[src/rtl/input_conditioner.sv]
// input_conditioner: conditions one raw asynchronous input.
//   The input is synchronized, then glitch-filtered: a level change is accepted
//   only after FILT_LEN consecutive disagreeing samples. Accepted edges produce
//   one-cycle RISE/FALL strobes, and shorter disagreements are counted as
//   glitches. A timer raises LOS when no edge has been accepted for LOS_CYCLES
//   cycles.
// Ports:
//   CLK        system clock, rising edge
//   RST        synchronous active-high reset
//   IN         raw asynchronous input
//   EN         measurement gate for the pulses and the glitch counter
//   IN_CLEAN   synchronized, filtered level
//   RISE_PULSE one-cycle strobe on an accepted 0->1 change
//   FALL_PULSE one-cycle strobe on an accepted 1->0 change
//   LOS        loss-of-signal flag
//   GLITCH_CNT saturating 8-bit count of rejected glitches
module input_conditioner #(
  parameter int SYNC_STAGES = 2,
  parameter int FILT_LEN    = 4,
  parameter int LOS_CYCLES  = 100000000
) (
  input  logic       CLK,
  input  logic       RST,
  input  logic       IN,
  input  logic       EN,
  output logic       IN_CLEAN,
  output logic       RISE_PULSE,
  output logic       FALL_PULSE,
  output logic       LOS,
  output logic [7:0] GLITCH_CNT
);

  localparam int CW = (FILT_LEN > 1) ? $clog2(FILT_LEN) : 1;
  localparam int TW = $clog2(LOS_CYCLES + 1);
  localparam logic [CW-1:0] CNT_LAST = CW'(FILT_LEN - 1);
  localparam logic [TW-1:0] LOS_MAX  = TW'(LOS_CYCLES);

  logic [SYNC_STAGES-1:0] sync_q, sync_d;
  logic [CW-1:0]          cnt_q, cnt_d;
  logic                   clean_q, clean_d;
  logic                   rise_q, rise_d;
  logic                   fall_q, fall_d;
  logic                   los_q, los_d;
  logic [TW-1:0]          timer_q, timer_d;
  logic [7:0]             gcnt_q, gcnt_d;

  logic s, differ, accept, glitch;

  assign s = sync_q[SYNC_STAGES-1];

  always_comb begin
    sync_d  = {sync_q[SYNC_STAGES-2:0], IN};
    differ  = (s != clean_q);
    accept  = differ && (cnt_q == CNT_LAST);
    // A disagreement run that ends before reaching FILT_LEN is a glitch;
    // accept and glitch therefore can never coincide.
    glitch  = !differ && (cnt_q != '0);

    cnt_d   = (differ && !accept) ? cnt_q + CW'(1) : '0;
    clean_d = accept ? s : clean_q;
    rise_d  = accept &&  s && EN;
    fall_d  = accept && !s && EN;

    gcnt_d  = gcnt_q;
    if (glitch && EN && (gcnt_q != 8'hFF)) gcnt_d = gcnt_q + 8'd1;

    // An accepted edge clears the timer even when it is saturated.
    if (accept)                  timer_d = '0;
    else if (timer_q == LOS_MAX) timer_d = timer_q;
    else                         timer_d = timer_q + TW'(1);

    // LOS registered from the next timer value so it tracks the timer exactly.
    los_d = (timer_d == LOS_MAX);
  end

  always_ff @(posedge CLK) begin
    if (RST) begin
      sync_q  <= '0;
      cnt_q   <= '0;
      clean_q <= 1'b0;
      rise_q  <= 1'b0;
      fall_q  <= 1'b0;
      los_q   <= 1'b0;
      timer_q <= '0;
      gcnt_q  <= '0;
    end else begin
      sync_q  <= sync_d;
      cnt_q   <= cnt_d;
      clean_q <= clean_d;
      rise_q  <= rise_d;
      fall_q  <= fall_d;
      los_q   <= los_d;
      timer_q <= timer_d;
      gcnt_q  <= gcnt_d;
    end
  end

  assign IN_CLEAN   = clean_q;
  assign RISE_PULSE = rise_q;
  assign FALL_PULSE = fall_q;
  assign LOS        = los_q;
  assign GLITCH_CNT = gcnt_q;

endmodule

[config.mk]
export PLATFORM = sky130hd
export DESIGN_NAME = input_conditioner
export DESIGN_NICKNAME = d
export VERILOG_FILES = /design/src/rtl/input_conditioner.sv
export SDC_FILE = /design/constraint.sdc
export NUM_CORES = 1
export LEC_CHECK = 0
export ABC_AREA = 1
export ABC_CLOCK_PERIOD_IN_PS = 2600
export CORE_AREA = 4 4 89 108
export DETAILED_ROUTE_END_ITERATION = 12
export DIE_AREA = 0 0 93 112
export PLACE_DENSITY = 0.47
export SLEW_MARGIN = 20
export SYNTH_ARGS = -nofsm -noshare
export SYNTH_HDL_FRONTEND = slang
export SYNTH_SLANG_ARGS = --single-unit
[constraint.sdc]
create_clock -name CLK -period 2.6 [get_ports CLK]
set_input_delay 0.78 -clock CLK [delete_from_list [all_inputs] [get_ports CLK]]
set_output_delay 0.78 -clock CLK [all_outputs]
set_load 0.01 [all_outputs]
Yosys cells after proc, flatten, opt, wreduce, memory -nomap -nowiden
Cells that the tools add are included. Widths: inputs -> output; s select.

Add/subtract/negate cells: 3. Reduce and logical (&&, ||, !) cells: 14. Bitwise gates (word level): 1. Multiplexer cells: 2. Equal/unequal tests: 5.

Operators with widths (number): $eq 27x27->1 const B (2); $mux 27 (2); $add 27x1->27 const B (1); $logic_and 1x1->1 (9); $add 8x1->8 const B (1); $ne 8x8->1 const B (1); $logic_not 1->1 (3); $add 2x1->2 const B (1); $eq 2x2->1 const B (1); $reduce_bool 2->1 (1); $reduce_or 2->1 (1); $ne 1x1->1 (1); $not 1->1 (1).

Bits in registers: 43. Output and inout bits: 12. Input port bits: 4. Logic and storage cells: 33.

Depth between registers and ports, before layout
Gate-level depths: netlist of run 1.

Depth after elaboration: 6. Gate-level depth with buffers: 14. Gate-level depth less buffers: 14.

Least setup slack after synthesis of run 1
No wires, ideal clock.

Path kind: in2reg. Start point: input EN. End point: register gcnt_q[5] (netlist: GLITCH_CNT[5]). Data required time: 2.483 ns. Data arrival time: 1.571 ns. Slack: 0.912 ns. Stages on the path: 9. Buffers on the path: 0. Setup time: 0.117 ns. Path through: inv_1 > nor2_1 > nand2_1 > a21oi_2 > nand2_1 > inv_1 > nand3_1 > nand2_1 > a21oi_1.

Word-level cells in the longest chain between the ends: 2.

RTL lines: start, declared (RTL line 25) `input logic EN,`; $logic_and 1x1->1 (2 in series) (RTL line 65) `if (glitch && EN && (gcnt_q != 8'hFF)) gcnt_d = gcnt_q + 8'd1;`; end signal, assigned (RTL line 94) `gcnt_q <= gcnt_d;`; end, declared (RTL line 45) `logic [7:0] gcnt_q, gcnt_d;`.

Every way passes these cells. A chain may end at the register's enable or synchronous reset.

Worst setup path after layout of run 1
Start point: register gcnt_q[2] (netlist: GLITCH_CNT[2]). End point: output GLITCH_CNT[2].

RTL lines: end, declared (RTL line 30) `output logic [7:0] GLITCH_CNT`.

No word-level cell between the ends.

==> qor.csv, run 1 <==
metric;value;unit
nFillCells;975;
yosysWarnings;0;
synth_seq_cells;43;
skew;0.00612;ns
hold_violations;0;
crit_path_start_kind;register;
outcome;completed;
syn_area_per_cell;6.24;um2
grt_use_total;0.135;
drt-initial-drc-count;110;
endpoint_kind;output pin;
clk_pin_slew;0.09;ns
postSynthCellCount;403;
firstDrtPassIters;4;
grt_antenna_before_repair;0;
first_global_vias;2446;
area_delta_synth_final;15.1;%
core;0.00852;mm2
worst_slew_pin_slew;0.388;ns
portBuffers;15;
p_per_area;407;mW/mm2
routed_wirelength;6500;um
cts_hold_buf;0;
gp_congestion;0.807;
wl_per_cell;12.0;um
setup_viol;0;
cts_made_buffers;5;
final_nets;431;
syn_area;0.00252;mm2
ys_seq_area_frac;0.342;
die_x;93;um
fmax;485;MHz
hold_path_class;register to register;
placed_cells;532;
fin_tns_setup;0;ns
ant_nets;0;
report.final.slew_viol_count;0;
crit_chain;clkdlybuf4s50_1;
cts_root_buf;clkbuf_8;
grt_max_degree;35;
critPathKind;register to output pin;
period_share;0.793;
cts_tree;yes;
p_leak;1.10;nW
crit_arrival;1.28;ns
n_antenna_cell;0;
layout-drive-gt1-share;0.0969;
grt_first_pass_wirelength;11200;um
critPathRequiredTime;1.82;ns
clk_latency;0.31;ns
initial_core_util;0.295;
clock-sinks;43;
layout_min_cycle_time;2.06;ns
dieArea;0.0104;mm2
dieHeight;112;um
final_cell_count_no_fill;540;
grt-ovfl-total;0;
postSynthNetCount;412;
io_pins;16;
slew_headroom;0.742;
cp_top_family;buffers and inverters;
final_common_cell;nand2_1;
h-tree-depth;2;
ir_drop;0.293;mV
final_cell_mix;104 x nand2_1, 84 x nor2_1, 50 x inv_1, 43 x dfxtp_1, 35 x nand3_1;
vias;2459;
clockBufferDepth;2;
cp_max_fo;5;
synthArstFlopShare;0;
top_usage_layer;met2;
final_core_util;0.340;
rsz0062_at_grt;false;
drc_errors;0;
use_met3;0.0284;
use_met2;0.238;
fp-row-count;37;
drv_cap;0;
synth_edf_count;0;
dp_hpwl;4980;um
worstPathBufferInverterCount;1;
ys.flop_type;dfxtp_1;
critPathSlowestCell;clkdlybuf4s50_1;
ys_types;28;
slowest_delay;0.56;ns
cts_resized;0;
cts_setup_buffers;0;
grt_util_met1;0.160;
vias_per_cell;4.55;
## worst paths after layout
check | startpoint | endpoint | slack [ns] | depth (start not counted)
max | GLITCH_CNT[2] | GLITCH_CNT[2] | 0.54 | 1
min | sync_q[0] | sync_q[1] | 0.44 | 2
max reg2reg | timer_q[1] | LOS | 0.63 | 12
min reg2reg | sync_q[0] | sync_q[1] | 0.44 | 2
## per-stage QoR
stage	instance area [um2]	setup slack, ns	hold slack, ns	total power [mW]
global placement	2800	0.407	0.439	0.737
detailed placement	2800	0.398	0.432	0.738
finish	2900	0.538	0.435	1.18
CTS	2900	0.513	0.445	1.20
global route	2900	0.396	0.466	1.24
floorplan	2520	0.912	0.388	0.719
## routing by layer
layer  wire length, um  up-vias
met3               188        8
met5                 0        -
met2              3280       33
li1                  -     1295
met1              2910     1123
met4               122        0
## registers in the layout, summed over array words and instances, names as in the netlist
name,cells
sync_q,2
LOS,1
timer_q,27
cnt_q,2
IN_CLEAN,1
RISE_PULSE,1
FALL_PULSE,1
GLITCH_CNT,8
## cell families (layout without fill, tap and decap cells)
family / Yosys count / after routing / synth area share
AOI/OAI and AO/OA: 20 / 20 / 0.0418
buffers and inverters: 60 / 80 / 0.0940
adders and majority gates: 5 / 5 / 0.0249
DFF: 43 / 43 / 0.342
and+or+nand+nor: 273 / 273 / 0.490
xor gates and xnor gates: 2 / 2 / 0.00696
## layout make-up
class / instances / area, um2 / share of cell area
clock buffers: 5 / 68.8 / 0.0238
clock inverters: 3 / 23.8 / 0.00821
repair buffers: 18 / 173 / 0.0596
multi-input cells: 300 / 1420 / 0.490
inverters: 54 / 205 / 0.0708
flip-flops and latches: 43 / 861 / 0.297
well taps: 117 / 146 / 0.0505
## cell usage after synthesis, types with 5 or more instances
cell type    n  share of area
inv_1       50          0.075
nand4_1      6          0.015
nor2_2       9          0.022
nand2_1    104           0.16
dfxtp_1     43           0.34
nor3_1      10          0.020
a21oi_1     10          0.020
ha_1         5          0.025
nand2_2      6          0.015
o21ai_0      8          0.016
nor2_1      84           0.13
nand3_1     35          0.070
## power by group
group	leakage, nW	switching [mW]	total, mW	internal (mW)
clock network	0.0408	0.267	0.459	0.193
registers	0.347	0.00628	0.671	0.665
logic	0.710	0.0319	0.0497	0.0178
total	1.10	0.305	1.18	0.875
## worst reg2reg max path, stage by stage (launching register included)
cell	delay, ns
dfxtp_1	0.39
ha_1	0.23
nand3_2	0.12
inv_2	0.11
nand2_2	0.10
nor2_1	0.10
buf_4	0.14
a21oi_1	0.05
o21ai_0	0.12
nand3_1	0.12
nor2_1	0.16
nand2_1	0.11
nor2_1	0.14
No activity file was read; power rests on OpenSTA's default activity.
==> inputs of run 2 (changes only) <==
--- a/config.mk
+++ b/config.mk
@@ -6,11 +6,11 @@
 export NUM_CORES = 1
 export LEC_CHECK = 0
 export ABC_AREA = 1
-export ABC_CLOCK_PERIOD_IN_PS = 2600
+export ABC_CLOCK_PERIOD_IN_PS = 1700
 export CORE_AREA = 4 4 89 108
 export DETAILED_ROUTE_END_ITERATION = 12
 export DIE_AREA = 0 0 93 112
-export PLACE_DENSITY = 0.47
+export PLACE_DENSITY = 0.49
 export SLEW_MARGIN = 20
 export SYNTH_ARGS = -nofsm -noshare
 export SYNTH_HDL_FRONTEND = slang
==> constraint.sdc (replaced) <==
create_clock -name CLK -period 1.7 [get_ports CLK]
set_input_delay 0.51 -clock CLK [delete_from_list [all_inputs] [get_ports CLK]]
set_output_delay 0.51 -clock CLK [all_outputs]
set_load 0.01 [all_outputs]
==> run 2 against run 1 <==
  * The run now ends with negative setup slack left
  * Register-to-register slack worse by 0.71 ns
  * Combinational power grew to 2.7 times the previous value
  * Non-clock buffer count is 81 higher
  * Sequential share of layout area is 5.8 points lower
  * Sequential power is 54% higher
  * Power is 60% higher
  * Critical endpoint is now LOS
  * Largest power group unchanged
==> qor.csv, run 2 (synthesized netlist as in run 1, its figures left out) <==
metric;value;unit
top_register;timer_q;
startpoint;timer_q[1];
cts_tree;yes;
firstDrtPassIters;4;
clock-sinks;43;
crit_path_start_kind;register;
crit_arrival;2.00;ns
cts_hold_buf;0;
fin_tns_setup;-0.0908;ns
seqCellArea;883;um2
p_per_area;510;mW/mm2
gp_congestion;0.842;
outcome;finished, violations left;
skew;0.00747;ns
io_pins;16;
grt_use_total;0.145;
worst_slew_pin_slew;0.300;ns
initial_core_util;0.295;
portBuffers;15;
vias;2735;
routed_wirelength;7130;um
rsz0062_at_grt;true;
hold_start;sync_q[0];
final_cell_mix;94 x nand2_1, 83 x buf_4, 74 x nor2_1, 48 x inv_1, 29 x nand3_1;
switching_power;496;uW
grt-ovfl-total;0;
n_antenna_cell;0;
clk_pin_slew;0.10;ns
die_x;93;um
fp-row-count;37;
slew_headroom;0.799;
p_int;1.39;mW
final_nets;512;
drv_cap;0;
setup_viol;2;
drt-initial-drc-count;116;
setup_slack;-0.0843;ns
reg2reg_from;timer_q[1];
clockBufferDepth;2;
final_cell_area;0.00369;mm2
multiInputGateArea;0.00157;mm2
p_comb_frac;0.070;
h-tree-depth;2;
p_clk_frac;0.384;
final_common_cell;nand2_1;
power_frac_seq;0.546;
violations;negative setup slack;
grt_first_pass_wirelength;12100;um
period_share;1.05;
critPathRequiredTime;1.92;ns
drc_errors;0;
nFillCells;941;
critPathKind;register to register;
reg2reg_depth;15;
dpl_cell_area;0.00337;mm2
netSwitchingFraction;0.264;
layout-drive-gt1-share;0.337;
dieArea;0.0104;mm2
ir_drop;0.326;mV
dp_hpwl;5580;um
report.final.slew_viol_count;0;
dieHeight;112;um
grt_max_degree;35;
r2r_setup_slack;-0.08;ns
area_delta_synth_final;46.8;%
grt_antenna_before_repair;0;
core;0.00852;mm2
hold_path_class;register to register;
final_core_util;0.434;
layout_min_cycle_time;1.78;ns
wl_per_cell;11.5;um
hold_violations;0;
largest_reg_flops;27;
clk_latency;0.32;ns
p_leak;1.66;nW
worst_r2r_endpoint;LOS;
endpoint_kind;register;
cp_max_fo;3;
cts_root_buf;clkbuf_8;
crit_path_end;LOS;
vias_per_cell;4.40;
first_global_vias;2672;
cts_made_buffers;5;
ant_nets;0;
fmax;560;MHz
run 2: cell count changes in the layout (fill, tap and decap cells not counted), moves of 3 or more:
| cell | delta |
|---|---|
| nand3_1 | -6 |
| nor2_2 | +8 |
| nand2_1 | -10 |
| dfxtp_2 | +15 |
| inv_6 | +3 |
| clkdlybuf4s50_1 | -12 |
| nand2_2 | +9 |
| buf_4 | +80 |
| dlygate4sd2_1 | +10 |
| dfxtp_1 | -16 |
| nor2_1 | -10 |
| nand3_2 | +5 |
run 2: power by group through the flow:
| stage | registers [mW] | clock network, mW | logic [mW] |
|---|---|---|---|
| final | 1.03 | 0.723 | 0.132 |
| after global routing | 1.03 | 0.798 | 0.146 |
| after CTS | 1.03 | 0.755 | 0.106 |
| after detailed placement | 1.05 | 0 | 0.106 |
| after global placement | 1.05 | 0 | 0.106 |
| after floorplan | 1.05 | 0 | 0.0522 |
run 2: stage by stage:
step	setup WS (ns)	power, mW	hold WS (ns)	std cells
floorplan	0.143	1.10	0.388	403
global placement	-0.246	1.15	0.452	606
detailed placement	-0.282	1.15	0.438	606
CTS	-0.0832	1.89	0.466	614
global route	-0.181	1.97	0.483	621
finish	-0.0843	1.88	0.447	621
run 2: critical path: stages (launching register included):
cell and delay, ns:
dfxtp_2 0.35, buf_4 0.14, inv_2 0.07, ha_4 0.12
nand2_2 0.05, nor2_2 0.09, nand2_1 0.07, nor2_2 0.15
nand2_1 0.10, buf_4 0.15, nand2_1 0.07, nand3_2 0.08
nand3_2 0.09, nor2_1 0.04, nand3_1 0.08, nor2_1 0.04
run 2: routing by layer:
metal / part of all wire / vias to the layer above / track usage
met5: 0 / - / 0
met4: 0.015 / 0 / 0.0401
met3: 0.021 / 9 / 0.0311
met2: 0.54 / 25 / 0.270
met1: 0.43 / 1238 / 0.163
li1: - / 1463 / -
run 2: timing repair:
| action | 4_1_cts | 5_1_grt |
|---|---|---|
| buffers inserted | 0 | 7 |
| gates resized for setup | 19 | 53 |
| gates cloned | 0 | 0 |
| pin swaps | 0 | 17 |
| setup endpoints to repair | 12 | 16 |
run 2: final cells by class:
type,count,area share
inverter,54,0.0569
clock buffer,5,0.0186
clock inverter,3,0.00711
tap,117,0.0396
sequential,43,0.239
timing repair buffer,99,0.213
multi-input combinational,300,0.426
run 2: worst min-delay path by stage:
stage / endpoint / slack [ns] / cells past startpoint
after global placement: sync_q[1] / 0.45 / 2
after floorplan: sync_q[1] / 0.39 / 2
after global routing: sync_q[1] / 0.48 / 2
after detailed placement: sync_q[1] / 0.44 / 2
final: sync_q[1] / 0.45 / 2
after CTS: sync_q[1] / 0.47 / 2
